--- src/rtl/i2c_reg_reader_pkg.sv ---
// Shared types and constants for the i2c register-read sequencer.
package i2c_pkg;

  typedef enum logic [2:0] {
    IDLE,
    ISSUE,
    WAIT_BUSY,
    WAIT_DONE,
    OUTPUT,
    FINISH,
    FAIL
  } state_t;

  localparam logic [3:0]  I2C_STATUS_OK = 4'h0;
  localparam int unsigned TIMEOUT_DEF   = 4095;
  localparam int unsigned TO_W          = $clog2(TIMEOUT_DEF + 1);

endpackage

--- src/rtl/i2c_reg_reader_if.sv ---
// Read-port bus between the register reader and i2c_master.
interface i2c_reg_reader_if #(
  parameter int unsigned DATA_W = 16
);
  logic [6:0]        m_chip_addr;
  logic [7:0]        m_reg_addr;
  logic              m_read_en;
  logic              m_busy;
  logic              m_done;
  logic [3:0]        m_status;
  logic [DATA_W-1:0] m_data;

  modport master (
    output m_chip_addr, m_reg_addr, m_read_en,
    input  m_busy, m_done, m_status, m_data
  );

  modport slave (
    input  m_chip_addr, m_reg_addr, m_read_en,
    output m_busy, m_done, m_status, m_data
  );
endinterface

--- src/rtl/i2c_reg_reader_timeout.sv ---
// Per-attempt watchdog: loadable down-counter, expire once it has run out after a load.
module i2c_reader_timeout #(
  parameter int unsigned W = 12
) (
  input  logic         clk,
  input  logic         reset,
  input  logic         load,
  input  logic         clear,
  input  logic         en,
  input  logic [W-1:0] load_val,
  output logic         expire
);
  logic [W-1:0] cnt;
  logic         armed;

  always_ff @(posedge clk or negedge reset) begin
    if (!reset) begin
      cnt   <= '0;
      armed <= 1'b0;
    end else if (clear) begin
      cnt   <= '0;
      armed <= 1'b0;
    end else if (load) begin
      cnt   <= load_val;
      armed <= 1'b1;
    end else if (en && cnt != '0) begin
      cnt <= cnt - 1'b1;
    end
  end

  assign expire = armed && (cnt == '0);
endmodule

--- src/rtl/i2c_reg_reader.sv ---
// Reads COUNT consecutive registers via i2c_master and streams them out with valid/ready.
module i2c_reg_reader
  import i2c_pkg::*;
#(
  parameter int unsigned DATA_W  = 16,
  parameter int unsigned RETRIES = 2,
  parameter int unsigned TIMEOUT = TIMEOUT_DEF
) (
  input  logic              clk,
  input  logic              reset,
  input  logic              start,
  input  logic [6:0]        chip_addr,
  input  logic [7:0]        base_reg,
  input  logic [8:0]        count,
  input  logic              abort,
  output logic              busy,
  output logic              done,
  output logic              error,
  output logic [7:0]        err_reg,
  i2c_reg_reader_if.master  bus,
  output logic              rd_valid,
  input  logic              rd_ready,
  output logic [7:0]        rd_reg,
  output logic [DATA_W-1:0] rd_data
);
  localparam int unsigned CNT_W = $clog2(TIMEOUT + 1);
  localparam int unsigned ATT_W = (RETRIES > 0) ? $clog2(RETRIES + 1) : 1;

  state_t           state;
  logic [8:0]       remaining;
  logic [7:0]       cur_reg;
  logic [ATT_W-1:0] attempts;
  logic             abort_pend;

  logic to_expire;
  logic attempt_failed;
  logic retry_ok;
  logic stop_req;

  i2c_reader_timeout #(
    .W (CNT_W)
  ) u_timeout (
    .clk      (clk),
    .reset    (reset),
    .load     (state == ISSUE),
    .clear    (state == IDLE),
    .en       (state == WAIT_BUSY || state == WAIT_DONE),
    .load_val (CNT_W'(TIMEOUT)),
    .expire   (to_expire)
  );

  // A NACK and a timeout are the same kind of failed attempt for the retry rule.
  always_comb begin
    attempt_failed = 1'b0;
    if (state == WAIT_BUSY)
      attempt_failed = to_expire;
    else if (state == WAIT_DONE)
      attempt_failed = bus.m_done ? (bus.m_status != I2C_STATUS_OK) : to_expire;
    retry_ok = 32'(attempts) < RETRIES;
    stop_req = abort_pend || abort;
  end

  always_ff @(posedge clk or negedge reset) begin
    if (!reset) begin
      state           <= IDLE;
      remaining       <= '0;
      cur_reg         <= '0;
      attempts        <= '0;
      abort_pend      <= 1'b0;
      busy            <= 1'b0;
      done            <= 1'b0;
      error           <= 1'b0;
      err_reg         <= '0;
      bus.m_chip_addr <= '0;
      bus.m_reg_addr  <= '0;
      bus.m_read_en   <= 1'b0;
      rd_valid        <= 1'b0;
      rd_reg          <= '0;
      rd_data         <= '0;
    end else begin
      bus.m_read_en <= 1'b0;
      done          <= 1'b0;
      // abort may arrive while a master transaction is in flight; hold it for the next safe point
      if (abort && state != IDLE) abort_pend <= 1'b1;

      case (state)
        IDLE: begin
          if (start) begin
            error      <= 1'b0;
            abort_pend <= 1'b0;
            if (count == '0) begin
              done <= 1'b1;
            end else begin
              bus.m_chip_addr <= chip_addr;
              bus.m_reg_addr  <= base_reg;
              cur_reg         <= base_reg;
              remaining       <= count;
              attempts        <= '0;
              busy            <= 1'b1;
              state           <= ISSUE;
            end
          end
        end

        ISSUE: begin
          if (stop_req) begin
            state <= FINISH;
          end else begin
            bus.m_read_en <= 1'b1;
            state         <= WAIT_BUSY;
          end
        end

        WAIT_BUSY, WAIT_DONE: begin
          if (attempt_failed) begin
            if (retry_ok) begin
              attempts <= attempts + 1'b1;
              state    <= ISSUE;
            end else begin
              state <= FAIL;
            end
          end else if (state == WAIT_BUSY) begin
            if (bus.m_busy) state <= WAIT_DONE;
          end else if (bus.m_done) begin
            rd_reg   <= cur_reg;
            rd_data  <= bus.m_data;
            rd_valid <= 1'b1;
            state    <= OUTPUT;
          end
        end

        OUTPUT: begin
          if (stop_req) begin
            rd_valid <= 1'b0;
            state    <= FINISH;
          end else if (rd_ready) begin
            rd_valid       <= 1'b0;
            remaining      <= remaining - 1'b1;
            cur_reg        <= cur_reg + 1'b1;
            bus.m_reg_addr <= cur_reg + 1'b1;
            attempts       <= '0;
            state          <= (remaining > 9'd1) ? ISSUE : FINISH;
          end
        end

        FINISH: begin
          done  <= 1'b1;
          busy  <= 1'b0;
          state <= IDLE;
        end

        FAIL: begin
          error   <= 1'b1;
          err_reg <= cur_reg;
          done    <= 1'b1;
          busy    <= 1'b0;
          state   <= IDLE;
        end

        default: state <= IDLE;
      endcase
    end
  end
endmodule
--- src/flat_wrapper.sv ---
// flat-port wrapper written by rule: the top's interface ports become plain ports
module i2c_reg_reader_flat import i2c_pkg::*;
#(
  parameter int unsigned DATA_W  = 16,
  parameter int unsigned RETRIES = 2,
  parameter int unsigned TIMEOUT = TIMEOUT_DEF
)
  (clk, reset, start, chip_addr, base_reg, count, abort, busy, done, error, err_reg, rd_valid, rd_ready, rd_reg, rd_data, bus_m_chip_addr, bus_m_reg_addr, bus_m_read_en, bus_m_busy, bus_m_done, bus_m_status, bus_m_data);
  i2c_reg_reader_if #(.DATA_W(DATA_W)) bus_i ();
  input  logic clk;
  input  logic reset;
  input  logic start;
  input  logic [6:0] chip_addr;
  input  logic [7:0] base_reg;
  input  logic [8:0] count;
  input  logic abort;
  output logic busy;
  output logic done;
  output logic error;
  output logic [7:0] err_reg;
  output logic rd_valid;
  input  logic rd_ready;
  output logic [7:0] rd_reg;
  output logic [DATA_W-1:0] rd_data;
  output wire logic [$bits(bus_i.m_chip_addr)-1:0] bus_m_chip_addr;
  output wire logic [$bits(bus_i.m_reg_addr)-1:0] bus_m_reg_addr;
  output wire logic [$bits(bus_i.m_read_en)-1:0] bus_m_read_en;
  input wire logic [$bits(bus_i.m_busy)-1:0] bus_m_busy;
  input wire logic [$bits(bus_i.m_done)-1:0] bus_m_done;
  input wire logic [$bits(bus_i.m_status)-1:0] bus_m_status;
  input wire logic [$bits(bus_i.m_data)-1:0] bus_m_data;
  assign bus_m_chip_addr = bus_i.m_chip_addr;
  assign bus_m_reg_addr = bus_i.m_reg_addr;
  assign bus_m_read_en = bus_i.m_read_en;
  assign bus_i.m_busy = bus_m_busy;
  assign bus_i.m_done = bus_m_done;
  assign bus_i.m_status = bus_m_status;
  assign bus_i.m_data = bus_m_data;
  i2c_reg_reader #(.DATA_W(DATA_W), .RETRIES(RETRIES), .TIMEOUT(TIMEOUT)) u_core (.clk(clk), .reset(reset), .start(start), .chip_addr(chip_addr), .base_reg(base_reg), .count(count), .abort(abort), .busy(busy), .done(done), .error(error), .err_reg(err_reg), .bus(bus_i), .rd_valid(rd_valid), .rd_ready(rd_ready), .rd_reg(rd_reg), .rd_data(rd_data));
endmodule
--- config.mk ---
export PLATFORM = sky130hd
export DESIGN_NAME = i2c_reg_reader_flat
export DESIGN_NICKNAME = d
export VERILOG_FILES = /design/src/rtl/i2c_reg_reader_pkg.sv /design/src/rtl/i2c_reg_reader_if.sv /design/src/rtl/i2c_reg_reader_timeout.sv /design/src/rtl/i2c_reg_reader.sv /design/src/flat_wrapper.sv
export SDC_FILE = /design/constraint.sdc
export NUM_CORES = 1
export LEC_CHECK = 0
export BUFFER_PORTS_ARGS = -buffer_cell sky130_fd_sc_hd__clkbuf_2
export CAP_MARGIN = 20
export CORE_MARGIN = 3
export CORE_UTILIZATION = 55
export CTS_BUF_LIST = sky130_fd_sc_hd__clkbuf_4 sky130_fd_sc_hd__clkbuf_8
export CTS_CLUSTER_DIAMETER = 100
export DETAILED_ROUTE_END_ITERATION = 7
export HOLD_SLACK_MARGIN = 0.1
export PLACE_DENSITY = 0.82
export REMOVE_ABC_BUFFERS = 1
export SYNTH_ARGS = -nofsm -noshare
export SYNTH_HDL_FRONTEND = slang
export SYNTH_SLANG_ARGS = --single-unit
export TNS_END_PERCENT = 10
--- constraint.sdc ---
create_clock -name clk -period 2.2 [get_ports clk]
set_input_delay 0.33 -clock clk [delete_from_list [all_inputs] [get_ports clk]]
set_output_delay 0.33 -clock clk [all_outputs]
set_load 0.01 [all_outputs]
==> metrics.txt, run 1 <==
status completed; Post-CTS Setup Inserts 0; Syn-to-layout area delta 22.1%; Synth Register Bits 80; initial DRC count roughly 240; metal3 WL approximately 760 µm; min-delay src chip_addr[0]; Clk pin slew, worst setup/hold paths about 90 ps; Cells after Synth ~380; net load switching power approximately 2.7 mW; Boundary Pins about 100; # clock sinks 80; met2 wire len around 4600 µm; # nets final approximately 550; clock latency on the worst-skew pair 360 ps; Comb power frac between 40% and 50%; worst hold margin around 200 ps; fmax 488 MHz; async set or reset register ratio after synthesis 100%; Top FF cell, synth dfrtp_1; Syn Area/Cell around 11 µm²; vias in the first global route between 3000 and 4000; fin area ~5000 µm²; Largest Register u_core.rd_data; Core ar. about 6900 µm²; internal power roughly 3.8 mW; Post-synth EDFFs 0; clk buf depth 2; fin util 70.7%; Sequential Power Share 39.0%; IO buf count around 100; Syn. warnings 0; first-pass GRT wire length 15800 µm; post-route antenna net violation count 0; Slew Limit Fails 0; crit path from u_core.u_timeout.cnt[0]; sequential area share after synthesis 50.0%; most frequent cells in the layout clkbuf_2, dfrtp_1, mux2_2, nor2_1, a21oi_1; Congestion Overflow GR 0; Final Worst Setup Slack 152 ps; Switching Fraction between 40% and 50%; Largest regs u_core.rd_data: 16 flops, u_core.u_timeout.cnt: 12 flops, u_core.remaining: 9 flops; Setup WS pre-CTS roughly 170 ps; Die ar. roughly 8300 µm²; via/cell ratio between 5 and 6; Pwr per Cell Area 1310 nW/µm²; skew final between 10 and 15 ps; Unique masters post-synth between 50 and 60; gp weighted congestion just under 0.9; Site Rows 30; detailed-route via count 3533; 1st-pass router iterations 5; worst hold-check path type input port to flop; Post-Syn Area 4000 µm²; TritonCTS Buffers 9; clock share of power roughly 16%; endpoints failing hold 0; GRT Overall Usage about a quarter; final setup fails 0; Critical Path End Type flop; VDD IR max just over 800 µV; number of flip-flops in the largest register 16; HPWL after DPL 6910 µm; Final Power approximately 6.4 mW; period utilisation layout 93.1%; DRT Wirelength around 9700 µm; critical path required time 2440 ps; starting density of the core between 50% and 60%; Worst EP arrival approximately 2300 ps; CTS H-Tree Depth 3; largest net degree at the start of global routing 43; RR Startpoint u_core.u_timeout.cnt[0]; post-route minimum period 2050 ps; commonest non-fill, non-tap cell in the layout clkbuf_2; die width between 90 and 100 µm; die height 91.3 µm; Crit Path Category flop to flop; slew margin rel. between 60% and 70%; maxcap violations 0; DR WL/cell around 16 µm; CTS root buffer clkbuf_8; DR top layer met4; layout cell share with drive strength beyond 1 a little under two fifths; CTS tree yes; met1 wire length around 4100 µm; area of placed instances around 4700 µm²; dpl cells 576; ant diodes 0; leakage power 2.39 nW; filler-free cell count of the finished design between 500 and 600; crit start category flop; critical path peak fanout 6; worst slew pin tran 505 ps; final setup TNS 0 ps; initial antenna violation count 0; Residual DRC 0
==> layer usage <==
layer,up-vias,track usage [%]
met2,177,37.5
li1,1633,-
met4,0,7.91
met3,26,5.55
met5,-,0
met1,1697,31.1
==> final cells by class <==
class / instances / area (µm²)
multi-input combinational: 273 / 1860
timing repair buffer: 119 / 681
clock inverter: 6 / 50.0
inverter: 9 / 33.8
sequential: 80 / 2000
clock buffer: 10 / 138
tap: 96 / 120
fill: 546 / 2020
==> cell families (layout without fill, tap and decap cells) <==
kind of cell               after synthesis  in the layout  synth area share [%]
adders and majority gates                5              5                  1.56
AOI/OAI and AO/OA                      107            107                  17.7
DFF                                     80             80                  50.0
buffers and inverters                   28            144                  3.81
and+or+nand+nor                        119            119                  14.9
muxes                                   42             42                  12.0
==> synthesized netlist by cell type, types with 2 or more instances <==
cell	number	area (µm²)
o21bai_1	2	15.0
o22a_1	15	131
a41oi_1	4	35.0
nand4_1	2	12.5
mux2_4	2	30.0
nand2_1	27	101
nor4_1	7	43.8
o211ai_1	2	15.0
nor2_1	33	124
nor2b_1	3	18.8
dfrtp_1	80	2000
buf_2	5	25.0
nand2b_1	2	12.5
o21ai_0	16	80.1
inv_1	9	33.8
o22ai_1	6	37.5
and2_1	4	25.0
mux2_2	39	439
a31oi_1	7	43.8
buf_6	5	56.3
o21ai_1	5	25.0
o21a_1	3	22.5
or4_1	3	22.5
a21o_1	3	22.5
or3_1	4	25.0
or3b_2	3	26.3
nor3_1	11	55.1
a21oi_1	29	145
clkbuf_1	8	30.0
or2_2	3	18.8
nand3_1	11	55.1
ha_1	5	62.6
==> power by group through the flow <==
stage,Combinational [mW],Clock [mW],Sequential [mW]
2_1_floorplan,1.67,0,2.60
3_3_place_gp,2.74,0,2.46
3_5_place_dp,2.84,0,2.49
4_1_cts,2.87,1.05,2.47
5_1_grt,3.16,1.11,2.57
6_report,2.88,1.03,2.50
==> worst max-delay path, cell delays in order (launching register included) <==
cell      delay (ps)
dfrtp_1          430
inv_1            100
ha_1             160
nor4b_2          210
buf_4            170
nand4_1          170
a221oi_1         320
nand2_1          100
a32o_1           270
==> timing repair <==
action | CTS | global route
hold buffers | 1 | 0
endpoints found under the setup margin | 0 | 3
endpoints found under the hold margin | 38 | 0
resized for setup | 0 | 2
==> path summary, 6_finish.rpt <==
check                                            end  slack [ps]  cells after the start
min in group asynchronous    u_core.u_timeout.cnt[9]         490                      2
max in group asynchronous          u_core.abort_pend        1130                      3
max                                  u_core.state[0]         150                      8
min reg2reg                              u_core.busy         500                      2
min                        u_core.bus.m_chip_addr[0]         200                      2
max reg2reg                          u_core.state[0]         150                      8
(Power assumes the default switching activity.)
==> run 2: changes to the inputs <==
--- a/config.mk
+++ b/config.mk
@@ -7,7 +7,6 @@
 export LEC_CHECK = 0
 export BUFFER_PORTS_ARGS = -buffer_cell sky130_fd_sc_hd__clkbuf_2
 export CAP_MARGIN = 20
-export CORE_MARGIN = 3
 export CORE_UTILIZATION = 55
 export CTS_BUF_LIST = sky130_fd_sc_hd__clkbuf_4 sky130_fd_sc_hd__clkbuf_8
 export CTS_CLUSTER_DIAMETER = 100
==> run 2 against run 1 <==
Effect of this change: global-route usage rose by 2.2 points; wire length decreased by 3.5%; critical path type unchanged; count of clock-buffer cells in the layout fell by 1; critical endpoint unchanged.
==> metrics.txt, run 2 (synthesis gave the netlist of run 1 again) <==
fillers 561 (was 546); Critical Path End Type flop (unchanged); # nets final 549 (was 548); gp weighted congestion 0.806 (was 0.870); CTS root buffer clkbuf_8 (unchanged); starting density of the core 57.9% (unchanged); commonest non-fill, non-tap cell in the layout clkbuf_2 (unchanged); grt met1 use 33.8% (was 31.1%); filler-free cell count of the finished design 594 (was 593); slew margin rel. 61.9% (was 66.2%); fin area 4880 µm² (about the same); met3 global-route usage 4.55% (was 5.55%); leakage power 2.40 nW (was 2.39 nW); # clock sinks 80 (unchanged); Clk pin slew, worst setup/hold paths 100 ps (was 90 ps); CTS H-Tree Depth 3 (unchanged); first-pass GRT wire length 14900 µm (was 15800 µm); Congestion Overflow GR 0 (unchanged); final setup fails 0 (unchanged); via/cell ratio 5.78 (was 5.96); critical path required time 2460 ps (was 2440 ps); clock latency on the worst-skew pair 360 ps (about the same); fmax 478 MHz (was 488 MHz); most frequent cells in the layout clkbuf_2, dfrtp_1, mux2_2, nor2_1, a21oi_1 (unchanged); Site Rows 30 (unchanged); area of placed instances 4660 µm² (was 4680 µm²); RSZ-0062 raised after global routing no; 1st-pass router iterations 4 (was 5); post-route antenna net violation count 0 (unchanged); endpoints failing hold 0 (unchanged); status completed (unchanged); period utilisation layout 95.0% (was 93.1%); Final Worst Setup Slack 109 ps (was 152 ps); detailed-route via count 3434 (was 3533); final setup TNS 0 ps (unchanged); met2 usage 41.5% (was 37.5%); clk buf depth 2 (unchanged); DR WL/cell 15.7 µm (was 16.3 µm); layout cell share with drive strength beyond 1 38.2% (about the same); Syn-to-layout area delta 22.0% (was 22.1%); GRT Overall Usage 25.5% (was 23.3%); Pwr per Cell Area 1330 nW/µm² (was 1310 nW/µm²); initial antenna violation count 0 (unchanged); skew final 9.71 ps (was 10.6 ps); DRT Wirelength 9350 µm (was 9680 µm); vias in the first global route 3261 (was 3420); critical path peak fanout 6 (unchanged); ant diodes 0 (unchanged); Residual DRC 0 (unchanged); Setup WS pre-CTS 177 ps (was 172 ps); Boundary Pins 103 (unchanged); maxcap violations 0 (unchanged); Crit Path Category flop to flop (unchanged); Worst EP arrival 2350 ps (was 2290 ps); post-route minimum period 2090 ps (was 2050 ps); GRT busiest layer met2 (unchanged); worst hold margin 193 ps (was 196 ps); Largest Register u_core.rd_data (unchanged); die height 87.3 µm (was 91.3 µm); worst hold-check path type input port to flop (unchanged); CTS tree yes (unchanged); dpl cells 577 (was 576); Slew Limit Fails 0 (unchanged); number of flip-flops in the largest register 16 (unchanged); IO buf count 102 (unchanged); Die ar. 7620 µm² (was 8330 µm²); crit start category flop (unchanged); HPWL after DPL 6710 µm (was 6910 µm); Core ar. 6910 µm² (unchanged); Largest regs u_core.rd_data: 16 flops, u_core.u_timeout.cnt: 12 flops, u_core.remaining: 9 flops (unchanged); VDD IR max 767 µV (was 816 µV); TritonCTS Buffers 9 (unchanged); worst slew pin tran 571 ps (was 505 ps); largest net degree at the start of global routing 45 (was 43); die width 87.3 µm (was 91.3 µm); initial DRC count 233 (was 235)
==> run 2: cell types whose count changed in the layout (fill, tap and decap cells not counted), sizes merged <==
cell and change:
inv +3, clkinvlp -1, bufinv +1, clkbuf -1, buf +1, clkinv -2
==> run 2: repair_timing <==
| item | 4_1_cts | 5_1_grt |
|---|---|---|
| endpoints found under the setup margin | 0 | 9 |
| buffers inserted | 0 | 0 |
| gates resized for setup | 0 | 1 |
| hold buffers | 1 | 0 |
| endpoints found under the hold margin | 41 | 0 |
==> run 2: area by class of cell <==
| type | instances | area, µm² | area share [%] |
|---|---|---|---|
| multi-input combinational | 273 | 1860 | 38.0 |
| clock buffer | 9 | 124 | 2.54 |
| inverter | 9 | 33.8 | 0.692 |
| sequential | 80 | 2000 | 41.0 |
| tap | 96 | 120 | 2.46 |
| timing repair buffer | 120 | 663 | 13.6 |
| clock inverter | 7 | 83.8 | 1.72 |
==> run 2: per-layer routing <==
metal / routed length (µm) / up-vias
met5: 0 / -
met3: 573 / 19
met4: 178 / 0
li1: - / 1627
met2: 4420 / 135
met1: 4170 / 1653
==> run 2: path summary, 6_finish.rpt <==
path	start	end	slack [ps]	depth (start not counted)
setup / recovery	u_core.u_timeout.cnt[0]	u_core.state[0]	110	8
hold / removal	bus_m_data[6]	u_core.rd_data[6]	190	2
setup reg to reg	u_core.u_timeout.cnt[0]	u_core.state[0]	110	8
hold reg to reg	u_core.busy	u_core.busy	500	2
max in group asynchronous	reset	u_core.cur_reg[3]	1060	3
min in group asynchronous	reset	u_core.remaining[2]	510	2
==> run 2: where the power goes <==
group          switching [mW]  total, mW  internal [mW]
sequential              0.503       2.49           1.99
clock                   0.599       1.15          0.548
combinational            1.55       2.84           1.29
==> run 2: critical path, stage by stage (launching register included) <==
cell and delay (ps):
dfrtp_1 440, inv_1 100, ha_1 140, nor4b_1 240, buf_4 170, nand4_1 180
a221oi_1 360, nand2_1 100, a32o_1 260
==> run 2: stage by stage <==
step	power (mW)	utilization, %
floorplan	4.27	-
global placement	5.16	67.4
detailed placement	5.30	67.4
CTS	6.47	70.6
global route	6.92	70.7
finish	6.48	70.7
